### src/rtl/lfsr_pkg.sv
// Shared types and the Galois LFSR step function for the lfsr_stream block.
package lfsr_pkg;

  typedef enum logic [1:0] {
    IDLE = 2'd0,
    LOAD = 2'd1,
    RUN  = 2'd2,
    DONE = 2'd3
  } state_t;

  // The step works at a fixed maximum width.
  // Zero-extended callers take back their low bits, which is exact for a right shift.
  localparam int LFSR_MAX_W = 64;

  function automatic logic [LFSR_MAX_W-1:0] lfsr_step(
    input logic [LFSR_MAX_W-1:0] s,
    input logic [LFSR_MAX_W-1:0] tap
  );
    return (s >> 1) ^ (s[0] ? tap : '0);
  endfunction

endpackage

### src/rtl/lfsr_stream.sv
// Galois LFSR word streamer: accepts tap/seed/length, emits cfg_len words with
// valid/ready flow control, then pulses done. Zero seeds are rejected in LOAD.
module lfsr_stream
  import lfsr_pkg::*;
#(
  parameter int WIDTH = 32,
  parameter int CNT_W = 16
) (
  input  logic             clk,
  input  logic             rst_n,
  input  logic             cfg_valid,
  output logic             cfg_ready,
  input  logic [WIDTH-1:0] cfg_tap,
  input  logic [WIDTH-1:0] cfg_seed,
  input  logic [CNT_W-1:0] cfg_len,
  input  logic             abort,
  output logic             out_valid,
  input  logic             out_ready,
  output logic [WIDTH-1:0] out_data,
  output logic             busy,
  output logic             done,
  output logic             seed_err
);

  state_t           state, state_nxt;
  logic [WIDTH-1:0] lfsr_q, tap_q;
  logic [CNT_W-1:0] cnt_q;
  logic             seed_err_q, seed_err_nxt;
  logic             cfg_hs, out_hs;

  assign cfg_ready = (state == IDLE);
  assign out_valid = (state == RUN);
  assign out_data  = lfsr_q;
  assign busy      = (state == LOAD) || (state == RUN);
  assign done      = (state == DONE);
  assign seed_err  = seed_err_q;

  assign cfg_hs = cfg_valid && cfg_ready;
  // A word handshake cancelled by abort must not advance the LFSR.
  assign out_hs = out_valid && out_ready && !abort;

  always_comb begin
    state_nxt    = state;
    seed_err_nxt = 1'b0;
    case (state)
      IDLE: if (cfg_valid) state_nxt = LOAD;
      LOAD: begin
        if (abort) begin
          state_nxt = IDLE;
        end else if (lfsr_q == '0) begin
          state_nxt    = IDLE;
          seed_err_nxt = 1'b1;
        end else if (cnt_q == '0) begin
          state_nxt = DONE;
        end else begin
          state_nxt = RUN;
        end
      end
      RUN: begin
        if (abort) state_nxt = IDLE;
        else if (out_ready && cnt_q == CNT_W'(1)) state_nxt = DONE;
      end
      DONE:    state_nxt = IDLE;
      default: state_nxt = IDLE;
    endcase
  end

  always_ff @(posedge clk or negedge rst_n) begin
    if (!rst_n) begin
      state      <= IDLE;
      lfsr_q     <= '0;
      tap_q      <= '0;
      cnt_q      <= '0;
      seed_err_q <= 1'b0;
    end else begin
      state      <= state_nxt;
      seed_err_q <= seed_err_nxt;
      if (cfg_hs) begin
        tap_q  <= cfg_tap;
        lfsr_q <= cfg_seed;
        cnt_q  <= cfg_len;
      end else if (out_hs) begin
        lfsr_q <= WIDTH'(lfsr_step(LFSR_MAX_W'(lfsr_q), LFSR_MAX_W'(tap_q)));
        cnt_q  <= cnt_q - CNT_W'(1);
      end
    end
  end

endmodule

### config.mk
export PLATFORM = sky130hd
export DESIGN_NAME = lfsr_stream
export DESIGN_NICKNAME = d
export VERILOG_FILES = /design/src/rtl/lfsr_pkg.sv /design/src/rtl/lfsr_stream.sv
export SDC_FILE = /design/constraint.sdc
export NUM_CORES = 1
export LEC_CHECK = 0
export BUFFER_PORTS_ARGS = -buffer_cell sky130_fd_sc_hd__clkbuf_2
export CAP_MARGIN = 15
export CORE_MARGIN = 10
export CORE_UTILIZATION = 45
export DETAILED_ROUTE_END_ITERATION = 6
export PLACE_DENSITY = 0.71
export SYNTH_ARGS = -nofsm -noshare
export SYNTH_HDL_FRONTEND = slang
export SYNTH_SLANG_ARGS = --single-unit
### constraint.sdc
create_clock -name clk -period 4.2 [get_ports clk]
set_input_delay 0.42 -clock clk [delete_from_list [all_inputs] [get_ports clk]]
set_output_delay 0.42 -clock clk [all_outputs]
set_load 0.02 [all_outputs]
==> run summary, run 1 <==
post-CTS sizing: 0
switching power share of the total: 43.6%
Slew headroom: 22.6%
Int Power: 0.00219 W
clock tree buffer depth: 2
WP data required: 4.49 ns
# IOs: 122
top-count cell post-synth: nand2_1
Synth cell types: 38
setup TNS: 0 ns
largest net degree at the start of global routing: 116
overall die width: 118 um
logic gate share of total power: 41.8%
GRT Util Overall: 16.2%
CTS tree: done
sequential cell area: 2080 um^2
Worst Path Arrival: 2.57 ns
gpl congestion: 0.850
Worst R2R Start: state[0]
Slew Limit Fails: 0
global route total overflow: 0
synthesis-stage register bit count: 83
antenna violations before repair: 0
die height: 118 um
fmax: 0.440 GHz
postcts setup bufs: 0
Filler cells: 877
top-area cell type share of the netlist area: 48.3%
WL final: 11,300 um
Root Driver: clkbuf_8
PortBufs: 121
Mapped Nets: 572
nets@finish: 680
clock slew at reported path FFs: 0.09 ns
CP top delay family: simple AND/OR/NAND/NOR gates
post-DP HPWL: 8230 um
Vias/cell: 5.03
top area cells in the synthesized netlist: dfrtp_1 48%, nand2_1 15%, mux2i_1 7.0%
Buf+Inv Stages, Crit Path: 2
RSZ-0062 raised after global routing: false
1st-pass router iterations: 5
share of layout cells above drive strength 1: 24.7%
critical path type: reg2reg
critical path endpoint category: flip-flop
async set or reset register ratio after synthesis: 100%
Worst-Margin Slew: 1.16 ns
Final Hold Viols: 0
Avg Inst Size Synth: 8.97 um^2
# Max-Cap Violations: 0
CP Max Fanout: 21
critical path, cell by cell: inv_1 > ha_1 > and3b_2 > buf_4 > a21oi_1 > a211oi_1 > a21o_1
CTS Buf Count: 9
post-synthesis cell count: 480
Die ar.: 13,900 um^2
post-DR wirelength/cell: 15.7 um
row count: 35
type of origin of the critical path: flip-flop
via count: 3,626
synthesized area: 4300 um^2
Seq/Total Area, Yosys: 48.3%
Peak VDD IR: 0.396 mV
Area growth syn-to-layout: 21.5%
drc violations: 0
Fin Clk Skew: 0.0136 ns
clock share of power: 16.3%
# setup viols final: 0
outcome: finished, final reports clean
EDFF count, synth: 0
CP max-delay cell: and3b_2
diode count: 0
Final Cycle Share: 54.1%
Sink Count: 83
area leader, netlist: dfrtp_1
core area: 9280 um^2
Synth Warn #: 0
fin cells: 721
DR iter-0 viols: 221
hold crit path type: in2async
fin crit period: 2.27 ns
Starting Density: 46.4%
Multi-input gate area: 2110 um^2
max incr delay on CP: 0.58 ns
NetSw: 0.00169 W
global-route wire length before repair: 18,700 um
Hold Buf Count CTS: 0
most frequent cells after synthesis: 172 x nand2_1, 83 x dfrtp_1, 41 x o21ai_0
CP Launch Point: state[0]
H-tree depth: 3
Skew-Pair Late Insertion Delay: 0.36 ns
Placed Cells: 705
Reg power frac: 42.0%
main flop type after synthesis: dfrtp_1
vias in the first global route: 3,659
P_leak: 2.43 nW
post-route ant nets: 0
Cell Pwr Density: 742 nW/um^2
## power by group through the flow
stage / Sequential [W] / Clock (W) / Combinational [W]
after floorplan: 0.00167 / 0 / 0.00104
after global placement: 0.00163 / 0 / 0.00158
after detailed placement: 0.00163 / 0 / 0.00162
after CTS: 0.00162 / 0.000646 / 0.00162
after global routing: 0.00169 / 0.000676 / 0.00182
final: 0.00163 / 0.000631 / 0.00162
## placed cells by master, fill, tap and decap left out, types with 5 or more instances in the layout
| cell | count |
|---|---|
| dfrtp_1 | 83 |
| nor2_1 | 14 |
| a31oi_1 | 5 |
| clkbuf_8 | 9 |
| xnor2_1 | 32 |
| clkbuf_2 | 120 |
| nand2_1 | 172 |
| o21ai_0 | 41 |
| nor4_1 | 9 |
| xor2_1 | 9 |
| mux2i_1 | 30 |
| ha_1 | 7 |
## layer usage
| layer | routed length, um | global-route usage (%) |
|---|---|---|
| met5 | 0 | 0 |
| met4 | 146 | 5.56 |
| met3 | 702 | 4.41 |
| met2 | 5190 | 24.5 |
| met1 | 5300 | 21.6 |
## path summary, 6_finish.rpt
path,to,slack [ns],depth (start not counted)
worst max-delay path,out_data[0],1.93,7
worst min-delay path,cnt_q[7],0.24,1
worst max register to register,out_data[0],1.93,7
worst min register to register,tap_q[21],0.48,2
max in group asynchronous,cnt_q[5],3.26,1
min in group clk,tap_q[8],0.25,3
## per-stage QoR
stage / instance area [um^2] / hold WS [ns] / setup slack [ns] / total power [W] / utilization, %
finish: 5230 / 0.245 / 1.93 / 0.00388 / 56.3
global route: 5230 / 0.242 / 1.76 / 0.00419 / 56.3
CTS: 5200 / 0.230 / 1.90 / 0.00390 / 56.0
detailed placement: 4990 / 0.462 / 1.92 / 0.00326 / 53.7
global placement: 4990 / 0.460 / 1.98 / 0.00320 / 53.7
floorplan: 4300 / 0.124 / 2.19 / 0.00272 / -
## registers in the layout, indices dropped and copies added (netlist names)
signal    count
out_data     32
state         2
tap_q        32
seed_err      1
cnt_q        16
## worst reg2reg max path, cell delays in order, from the launching register on
cell and delay, ns:
dfrtp_1 0.41, inv_1 0.09, ha_1 0.21, and3b_2 0.58
buf_4 0.41, a21oi_1 0.12, a211oi_1 0.27, a21o_1 0.12
## cell type report
class | instances | area share (%)
clock inverters | 6 | 1.72
repair buffers | 124 | 12.4
well taps | 129 | 3.09
clock buffers | 9 | 2.37
inverters | 4 | 0.287
multi-input cells | 366 | 40.4
flip-flops and latches | 83 | 39.7
## cells by family after synthesis
group | count (synthesis) | synth area share [%]
AOI/OAI and AO/OA | 60 | 7.79
xor gates and xnor gates | 41 | 8.34
adders and majority gates | 7 | 2.03
buffers and inverters | 31 | 2.82
DFF | 83 | 48.3
muxes | 30 | 6.98
and+or+nand+nor | 228 | 23.8
Power figures use the tool's default switching activity.
==> run 2: changes to the inputs <==
==> constraint.sdc (replaced) <==
create_clock -name clk -period 2.4 [get_ports clk]
set_input_delay 0.24 -clock clk [delete_from_list [all_inputs] [get_ports clk]]
set_output_delay 0.24 -clock clk [all_outputs]
set_load 0.02 [all_outputs]
==> run summary, run 2 (synthesis results as in run 1) <==
overall die width: 118 um
most frequent cells in the layout: 172 x nand2_1, 120 x clkbuf_2, 83 x dfrtp_1, 41 x o21ai_0, 32 x xnor2_1
setup TNS: 0 ns
core area: 9280 um^2
post-DR wirelength/cell: 15.8 um
die height: 118 um
critical path endpoint category: flip-flop
Area growth syn-to-layout: 22.5%
Worst-Margin Slew: 0.746 ns
Final WS setup: 0.424 ns
CP max-delay cell: nor4_4
Root Driver: clkbuf_8
worst reg2reg setup slack: 0.42 ns
DR iter-0 viols: 203
logic gate share of total power: 43.2%
Worst Hold Depth: 3
# Max-Cap Violations: 0
RSZ-0062 raised after global routing: false
post-route ant nets: 0
hold crit path type: in2reg
global-route wire length before repair: 19,000 um
NetSw: 0.00298 W
1st-pass router iterations: 4
diode count: 0
row count: 35
max incr delay on CP: 0.58 ns
clock slew at reported path FFs: 0.10 ns
Die ar.: 13,900 um^2
fmax: 0.506 GHz
outcome: finished, final reports clean
# setup viols final: 0
Final Cycle Share: 82.4%
Int Power: 0.00376 W
largest net degree at the start of global routing: 52
P_leak: 2.46 nW
CP Max Fanout: 10
CTS Buf Count: 9
clock tree buffer depth: 2
post-DP HPWL: 8720 um
Final Hold Viols: 0
worst hold endpoint: tap_q[16]
post-CTS sizing: 0
Fin Clk Skew: 0.0136 ns
CP top delay family: simple AND/OR/NAND/NOR gates
drc violations: 0
WP data required: 2.67 ns
worst r2r dst: cnt_q[15]
Worst R2R Start: cnt_q[4]
PortBufs: 121
R2R depth: 4
critical path, cell by cell: nor4_4 > nand3_2 > or4_1 > a31oi_1
Slew headroom: 50.1%
vias in the first global route: 3,847
GRT Util Overall: 16.4%
Skew-Pair Late Insertion Delay: 0.36 ns
Hold Path Origin: cfg_tap[16]
Cell Pwr Density: 1280 nW/um^2
via count: 3,721
switching power share of the total: 44.3%
# IOs: 122
Slew Limit Fails: 0
global route total overflow: 0
Starting Density: 46.4%
type of origin of the critical path: flip-flop
gpl congestion: 0.848
clock share of power: 15.3%
Hold Buf Count CTS: 1
H-tree depth: 3
nets@finish: 687
Sink Count: 83
dpl ws: 0.444 ns
WL final: 11,500 um
Reg power frac: 41.5%
commonest non-fill, non-tap cell in the layout: nand2_1
postcts setup bufs: 0
CTS tree: done
Worst Path Arrival: 2.25 ns
Peak VDD IR: 0.622 mV
Vias/cell: 5.10
share of layout cells above drive strength 1: 25.5%
antenna violations before repair: 0
fin crit period: 1.98 ns
Buf+Inv Stages, Crit Path: 0
Min Hold Slack: 0.0651 ns
critical path type: reg2reg
[run 2: cell count changes in the layout (fill, tap and decap cells not counted)]
| cell | previous run | this run |
|---|---|---|
| buf_4 | 3 | 8 |
| clkinvlp_4 | 1 | 2 |
| bufinv_16 | 2 | 1 |
| buf_12 | 0 | 2 |
| inv_6 | 1 | 2 |
| buf_16 | 1 | 0 |
| dlygate4sd3_1 | 0 | 1 |
[run 2: how the worst max path moves through the flow]
| stage | from | end | slack [ns] | cells past startpoint |
|---|---|---|---|---|
| 5_1_grt | cnt_q[4] | cnt_q[15] | 0.26 | 4 |
| 6_report | cnt_q[4] | cnt_q[15] | 0.42 | 4 |
| 3_3_place_gp | state[0] | cnt_q[14] | 0.53 | 6 |
| 2_1_floorplan | state[0] | cnt_q[14] | 0.39 | 7 |
| 3_5_place_dp | state[0] | cnt_q[14] | 0.44 | 6 |
| 4_1_cts | state[0] | cnt_q[14] | 0.42 | 6 |
[run 2: area by class of cell]
class | instances | area [um^2]
clock inverter | 7 | 76.3
clock buffer | 9 | 124
fill | 855 | 4010
inverter | 4 | 15.0
timing repair buffer | 131 | 711
multi-input combinational | 366 | 2110
tap | 129 | 161
sequential | 83 | 2080
[run 2: routing by layer]
metal	global-route usage (%)	share of wire [%]	up-vias	wire (um)
met5	0	0	-	0
li1	-	-	1834	-
met1	21.0	46	1781	5310
met3	4.08	5.5	13	629
met2	26.6	47	93	5440
met4	5.18	1.2	0	141
[run 2: power groups by stage]
stage                     combinational, W  clock [W]  sequential, W
after global placement             0.00285          0        0.00280
final                              0.00291    0.00103        0.00279
after floorplan                    0.00183          0        0.00293
after global routing               0.00327    0.00111        0.00290
after CTS                          0.00296    0.00105        0.00279
after detailed placement           0.00295          0        0.00282
[run 2: tightest hold or removal path: stages]
cell      delay [ns]
clkbuf_2        0.07
nand2_1         0.04
nand2_1         0.04
[run 2: metrics by stage]
step           total power [W]  utilization (%)  cells  instance area (um^2)
6_report               0.00674             56.8    729                  5270
5_1_grt                0.00728             56.8    729                  5270
4_1_cts                0.00680             56.8    729                  5270
3_5_place_dp           0.00577             54.5    712                  5060
3_3_place_gp           0.00565             54.5    712                  5060
2_1_floorplan          0.00476                -    480                  4300
